<file path="src/rtl/dct_2d_block_sequencer.sv">
// 8x8 2-D DCT sequencer: time-shares one fixed-latency 8-point 1-D unit over a row pass
// and a column pass through a 64-word transpose buffer, then streams 8 coefficient rows.
module dct_2d_block_sequencer #(
  parameter int unsigned DATA_WIDTH  = 32,
  parameter int unsigned DCT_LATENCY = 3
) (
  input  logic                    clk,
  input  logic                    reset,
  input  logic [8*DATA_WIDTH-1:0] in_vec,
  input  logic                    in_valid,
  output logic                    in_ready,
  output logic [8*DATA_WIDTH-1:0] dct_vec_out,
  input  logic [8*DATA_WIDTH-1:0] dct_vec_in,
  output logic [8*DATA_WIDTH-1:0] out_vec,
  output logic                    out_valid,
  input  logic                    out_ready,
  output logic                    out_last,
  output logic                    busy
);

  localparam int unsigned VEC_W = 8 * DATA_WIDTH;
  localparam int          LAT   = int'(DCT_LATENCY);

  typedef enum logic [2:0] {
    S_IDLE, S_ROW, S_ROW_WAIT, S_COL, S_COL_WAIT, S_OUT
  } state_t;

  // phase: 0 = row pass, 1 = column pass
  typedef struct packed {
    logic       valid;
    logic       phase;
    logic [2:0] idx;
  } tag_t;

  state_t                r_state;
  logic [3:0]            r_rows;
  logic [2:0]            r_col;
  logic [2:0]            r_out_idx;
  logic [VEC_W-1:0]      r_hold;
  tag_t                  r_pipe [LAT];
  logic [DATA_WIDTH-1:0] r_buf  [8][8];

  logic                  w_accept;
  tag_t                  w_issue;
  tag_t                  w_exit;
  logic [VEC_W-1:0]      w_col_vec;
  logic [VEC_W-1:0]      w_out_vec;

  assign in_ready  = !reset && ((r_state == S_IDLE) ||
                                ((r_state == S_ROW) && (r_rows < 4'd8)));
  assign out_valid = !reset && (r_state == S_OUT);
  assign out_last  = out_valid && (r_out_idx == 3'd7);
  assign busy      = !reset && (r_state != S_IDLE);
  assign w_accept  = in_valid && in_ready;
  assign w_exit    = r_pipe[LAT-1];
  assign out_vec   = w_out_vec;

  // Transposed read of the current column and straight read of the current output row
  always_comb begin
    w_col_vec = '0;
    w_out_vec = '0;
    for (int j = 0; j < 8; j++) begin
      w_col_vec[j*DATA_WIDTH +: DATA_WIDTH] = r_buf[3'(j)][r_col];
      w_out_vec[j*DATA_WIDTH +: DATA_WIDTH] = r_buf[r_out_idx][3'(j)];
    end
  end

  always_comb begin
    w_issue = '0;
    if (w_accept) begin
      w_issue = '{valid: 1'b1, phase: 1'b0, idx: r_rows[2:0]};
    end else if (r_state == S_COL) begin
      w_issue = '{valid: 1'b1, phase: 1'b1, idx: r_col};
    end
  end

  // Accepted rows pass straight through; otherwise the last issued vector is held
  always_comb begin
    dct_vec_out = r_hold;
    if (reset) begin
      dct_vec_out = '0;
    end else if (w_accept) begin
      dct_vec_out = in_vec;
    end else if (r_state == S_COL) begin
      dct_vec_out = w_col_vec;
    end
  end

  always_ff @(posedge clk) begin
    if (reset) begin
      r_state   <= S_IDLE;
      r_rows    <= '0;
      r_col     <= '0;
      r_out_idx <= '0;
      r_hold    <= '0;
      for (int i = 0; i < LAT; i++) begin
        r_pipe[i] <= '0;
      end
    end else begin
      r_pipe[0] <= w_issue;
      for (int i = 1; i < LAT; i++) begin
        r_pipe[i] <= r_pipe[i-1];
      end
      if (w_accept) begin
        r_hold <= in_vec;
      end else if (r_state == S_COL) begin
        r_hold <= w_col_vec;
      end
      case (r_state)
        S_IDLE: begin
          if (w_accept) begin
            r_rows  <= 4'd1;
            r_state <= S_ROW;
          end
        end
        S_ROW: begin
          if (w_accept) begin
            r_rows <= r_rows + 4'd1;
            if (r_rows == 4'd7) begin
              r_state <= S_ROW_WAIT;
            end
          end
        end
        S_ROW_WAIT: begin
          if (w_exit.valid && !w_exit.phase && (w_exit.idx == 3'd7)) begin
            r_col   <= '0;
            r_state <= S_COL;
          end
        end
        S_COL: begin
          r_col <= r_col + 3'd1;
          if (r_col == 3'd7) begin
            r_state <= S_COL_WAIT;
          end
        end
        S_COL_WAIT: begin
          if (w_exit.valid && w_exit.phase && (w_exit.idx == 3'd7)) begin
            r_out_idx <= '0;
            r_state   <= S_OUT;
          end
        end
        S_OUT: begin
          if (out_ready) begin
            if (r_out_idx == 3'd7) begin
              r_out_idx <= '0;
              r_rows    <= '0;
              r_state   <= S_IDLE;
            end else begin
              r_out_idx <= r_out_idx + 3'd1;
            end
          end
        end
        default: r_state <= S_IDLE;
      endcase
    end
  end

  // Column results overwrite only their own column, which has already been read out
  always_ff @(posedge clk) begin
    if (!reset && w_exit.valid) begin
      for (int k = 0; k < 8; k++) begin
        if (!w_exit.phase) begin
          r_buf[w_exit.idx][3'(k)] <= dct_vec_in[k*DATA_WIDTH +: DATA_WIDTH];
        end else begin
          r_buf[3'(k)][w_exit.idx] <= dct_vec_in[k*DATA_WIDTH +: DATA_WIDTH];
        end
      end
    end
  end

endmodule

</file>
<file path="config.mk">
export PLATFORM = sky130hd
export DESIGN_NAME = dct_2d_block_sequencer
export DESIGN_NICKNAME = d
export VERILOG_FILES = /design/src/rtl/dct_2d_block_sequencer.sv
export SDC_FILE = /design/constraint.sdc
export NUM_CORES = 2
export LEC_CHECK = 0
export CAP_MARGIN = 20
export CORE_UTILIZATION = 50
export CTS_CLUSTER_DIAMETER = 120
export DETAILED_ROUTE_END_ITERATION = 8
export HOLD_SLACK_MARGIN = 0.12
export PLACE_DENSITY = 0.69
export SLEW_MARGIN = 20
export SYNTH_ARGS = -nofsm -noshare
export SYNTH_HDL_FRONTEND = slang
export SYNTH_SLANG_ARGS = --single-unit
</file>
<file path="constraint.sdc">
create_clock -name clk -period 33.2 [get_ports clk]
set_input_delay 3.32 -clock clk [delete_from_list [all_inputs] [get_ports clk]]
set_output_delay 3.32 -clock clk [all_outputs]
set_load 0.1 [all_outputs]
</file>
Word-level counts from Yosys, hierarchy flattened
Memories as Yosys holds them, arrays and structs flattened. A register that Yosys moved wholly into a read port is not among the register bits.
Index checks and enable logic that the tools add are counted.
- add/sub/neg operators: 3
- $lt $le $gt $ge: 4
- eq/ne operators: 17
- mux-type cells: 68
- bitwise operators: 5
- reductions and logical operators: 25
- operators by type and width (operator ; number):
    $mux 256 ; 6
    $bmux 32 s3 ; 8
    $mux 32 ; 17
    $reduce_or 256->1 ; 1
    $demux 32 s3 ; 1
    $mux 3 ; 15
    $mux 5 ; 5
    $pmux 3 s6 ; 1
    $mux 4 ; 4
    $eq 3x3->1 const B ; 5
    $logic_and 1x1->1 ; 12
    $pmux 3 s2 ; 2
    $pmux 4 s3 ; 1
    $ne 2x2->1 const B ; 5
    $ge 4x4->1 const B ; 2
    $mux 1 ; 8
    $not 3->4 ; 2
    $reduce_and 8->1 ; 1
    $add 3x1->3 const B ; 2
    $eq 3x2->1 const B ; 2
    $ne 2x1->1 const B ; 3
    $reduce_bool 3->1 ; 2
    $reduce_and 5->1 ; 1
    $add 4x1->4 const B ; 1
    11 further kinds ; 15
- register bits: 269
- RAM bits: 2063
- output and inout port bits: 516
- memories kept: 2
- memory list (name ; words ; width ; read ports ; clocked after memory_dff ; wr ports ; RTL line ; text):
    r_buf ; 8 ; 256 ; 9 ; 1 ; 8 ; 41 ; logic [DATA_WIDTH-1:0] r_buf [8][8];
    r_pipe ; 3 ; 5 ; 3 ; 0 ; 3 ; 40 ; tag_t r_pipe [LAT];

Longest topological paths before layout
An unclocked memory read counts as a cell.
- depth in word-level cells: 9
- gate-level depth with buffers: 9
- depth with buffers taken out: 6

Worst setup path before layout
No wires, ideal clock.
- path type: in2reg
- from: input port reset
- to: memory r_buf[0][0] (netlist name), enable pin
- setup time: 0.878 ns
- arrival: 14.200 ns
- setup slack: 18.122 ns
- stages on the path: 2
- cells stage by stage: nand4b_1 -> nor2_1
- RTL lines (what ; RTL line ; text):
    from (decl) ; 8 ; input logic reset,
    to (decl) ; 41 ;

Worst setup path in the final report
- from: input port reset
- to: output port dct_vec_out[53]
- cells in the longest elaborated chain, start to end: 5
- RTL lines (what ; RTL line ; text):
    $logic_not 1->1 ; 49 ; assign in_ready = !reset && ((r_state == S_IDLE) ||
    $logic_and 1x1->1 ; 49 ;
    $logic_and 1x1->1 ; 54 ; assign w_accept = in_valid && in_ready;
    $mux 256 ; 82 ; end else if (w_accept) begin
    $mux 256 (*) ; 80 ; if (reset) begin
    to (decl) ; 12 ; output logic [8*DATA_WIDTH-1:0] dct_vec_out,
Every way passes the cells marked *; elsewhere a longest branch is shown, timed or not.

==> results.md <==
- Die Wd: 455 um
- Die ar.: 0.207 mm^2
- Status: finished, final reports clean
- H-tree depth: 4
- DP HPWL: 241 mm
- Final Setup Violations: 0
- CTS tree: done
- Vias in the first global route: 62.7k
- Synth area leader: edfxtp_1
- Fin nets: 6866
- Final period util: 0.350
- Critical Path RT: 29.88 ns
- Post-synthesis compound-gate area fraction: 0.115
- Relative slew slack: 0.195
- Tmin final: 11.62 ns
- Initial antenna violation count: 46
- Reg2Reg Capture Point: r_hold[67]
- Post-placement cell count: 8787
- VDD IR max: 61.5 uV
- CP startpoint kind: primary input
- Simple-gate share of the synthesized area: 0.0137
- Synth Flop Type: edfxtp_1
- FP Rows: 166
- WHS Endpoint: r_pipe[0][14]
- Synth Register Bits: 2335
- CTS root buf: clkbuf_16
- Mapped Area: 0.103 mm^2
- # DRC: 0
- Crit path capture type: output pin
- Via count: 62.5k
- HP Class: flip-flop to flip-flop
- Mux contribution to synthesized area: 0.182
- Die height: 455 um
- Layout cells sized above 1: 0.227
- Post-CTS Setup Bufs: 0
- Maximum clock frequency: 0.0861 GHz
- Largest net degree at the start of global routing: 169
- Cell count after synthesis: 5612
- Setup TNS Final: 0 ns
- FF-to-FF Start: r_col[0]
- Post-Synth Adder-Cell Area: 0.000609
- Register area: 0.0673 mm^2
- Top-area cell type share of the netlist area: 0.598
- Synth Area in XOR/XNOR: 0
- P&R area growth vs syn: 18.4%
- Fillers: 15.0k
- Clock Sinks: 2335
- Min-delay src: r_pipe[0][9]
- Max FO, Critical Path: 74
- Critical Path AT: 8.30 ns
- Via/cell ratio: 6.75
- Overflow after GRT: 0
- Seq/Total Area, Yosys: 0.654
- Count leader, synth: edfxtp_1
- Reg clk slew, reported paths: 0.06 ns
- Core area: 0.204 mm^2
- Initial Util: 0.503
- Layout Cells excl Fill: 9264
- PD cells: 53.8 mW/mm^2
- Synth top area cells: edfxtp_1 60%, mux4_2 17%, a21o_1 6.5%, dfxtp_1 5.6%, a221o_1 2.5%
- Detailed Routing Iterations Pass 1: 6
- Total CTS buffers: 239
- First-pass GRT wire length: 494 mm
- Commonest cells post-synth: 2048 x edfxtp_1, 896 x a21o_1, 768 x mux4_2
- Clock Path Buffers: 3
- Share of flip-flops with an asynchronous set or reset: 0
- R2R depth: 6
- Total GRT Usage: 0.341
- Unrepaired setup endpoints after global routing: no
- EDFF count, synth: 2048
- Multi-input gate area: 0.0326 mm^2
- Syn avg cell area: 18.3 um^2
- Ys Warns: 0
- Number of distinct library cells after synthesis: 50
- Worst Hold Depth: 1
- MaxCap Viol Count: 0
- Hold Vio Cnt, Final: 0
- Max Slew Vio Count: 0
- PostCTS Resize Cnt: 0
- Antenna-violating nets left: 0
- Main combinational cell family by area after synthesis: multiplexers
- P_leak: 42.6 nW
- Setup Crit Path Kind: primary input to output pin
- Worst-Skew Late Latency: 0.88 ns
- Routed WL per cell: 38.6 um
- Hold Buf Count CTS: 0
- Routed wire length: 358 mm
- PortBufs: 903
- R2r setup slk: 28.00 ns
- Final clock skew: 0.0474 ns
- Iter 0 DRT Violations: 8328
- Tightest Pin Transition: 1.20 ns
- IO Count: 1032
- Final Wtd Congestion: 0.951
## per-layer routing
layer,up-vias,global-route usage,wire length [um]
met5,-,0,244
met4,38,0.255,31300
met3,930,0.0762,33700
met2,4275,0.570,177000
met1,32500,0.383,115000
li1,24700,-,-
## worst max-delay path, stage by stage
cell	delay (ns)
clkdlybuf4s50_1	0.40
buf_4	0.25
nor4bb_2	0.61
and2_4	0.54
buf_4	0.71
buf_4	0.45
buf_16	0.30
a22o_1	0.19
a221o_1	0.14
clkdlybuf4s50_1	1.16
## through the flow
stage / power (W) / setup slack [ns] / util / hold WS [ns] / instance area (um^2)
2_1_floorplan: 0.00363 / 18.12 / - / 0.414 / 103000
3_3_place_gp: 0.00381 / 21.34 / 0.555 / 0.437 / 113000
3_5_place_dp: 0.00381 / 21.14 / 0.555 / 0.422 / 113000
4_1_cts: 0.00657 / 21.14 / 0.595 / 0.457 / 122000
5_1_grt: 0.00670 / 21.33 / 0.595 / 0.462 / 122000
6_report: 0.00655 / 21.58 / 0.596 / 0.460 / 122000
## sequential cells by signal, summed over array words and instances (netlist names), named ones only
register / count
r_buf: 2048
r_hold: 256
r_pipe: 15
r_rows: 4
r_col: 3
r_out_idx: 3
r_state: 3
## cells in the final DEF (no fill, tap or decap), drive strengths merged, types with 7 or more instances in the layout
cell type,synthesis,routed
nand2,49,49
conb,1,128
mux2,128,128
mux4,768,768
clkinv,0,100
edfxtp,2048,2048
a21o,896,896
a221o,256,256
clkdlybuf4s50,0,888
clkinvlp,0,24
clkbuf,311,285
inv,5,14
buf,368,156
nand3,7,7
nor2,20,20
diode,0,21
nor3,10,10
dfxtp,287,287
a22o,257,257
nor2b,77,77
and2,67,67
bufinv,0,33
## power breakdown
group / internal (W) / total (W) / switching [W]
registers: 0.00321 / 0.00322 / 0.00000799
clock network: 0.00162 / 0.00279 / 0.00118
logic: 0.000152 / 0.000537 / 0.000385
total: 0.00498 / 0.00655 / 0.00157
## cells by family (layout without fill, tap and decap cells)
logic type | after synthesis | in the layout
buffers and inverters | 684 | 1500
AO/OA/AOI/OAI | 1443 | 1443
adder cells (fa/ha/maj) | 5 | 5
multiplexers | 896 | 896
flip-flops | 2335 | 2335
AND/OR/NAND/NOR | 248 | 248
other | 1 | 149
## final cells by class
| cell class | instances | share of cell area |
|---|---|---|
| diodes | 21 | 0.000432 |
| inverters | 5 | 0.000154 |
| multi-input cells | 2720 | 0.268 |
| clock inverters | 166 | 0.0149 |
| well taps | 2688 | 0.0276 |
| flip-flops and latches | 2335 | 0.553 |
| clock buffers | 285 | 0.0520 |
| repair buffers | 1044 | 0.0841 |
## worst max path at each step
| stage | start | end | slack, ns | cells after the start |
|---|---|---|---|---|
| after CTS | reset | dct_vec_out[120] | 21.14 | 9 |
| after floorplan | reset | r_buf[0][0] | 18.12 | 2 |
| after detailed placement | reset | dct_vec_out[120] | 21.14 | 9 |
| final | reset | dct_vec_out[53] | 21.58 | 10 |
| after global routing | reset | dct_vec_out[120] | 21.33 | 10 |
| after global placement | reset | dct_vec_out[117] | 21.34 | 9 |
No activity file was read; power rests on OpenSTA's default activity.
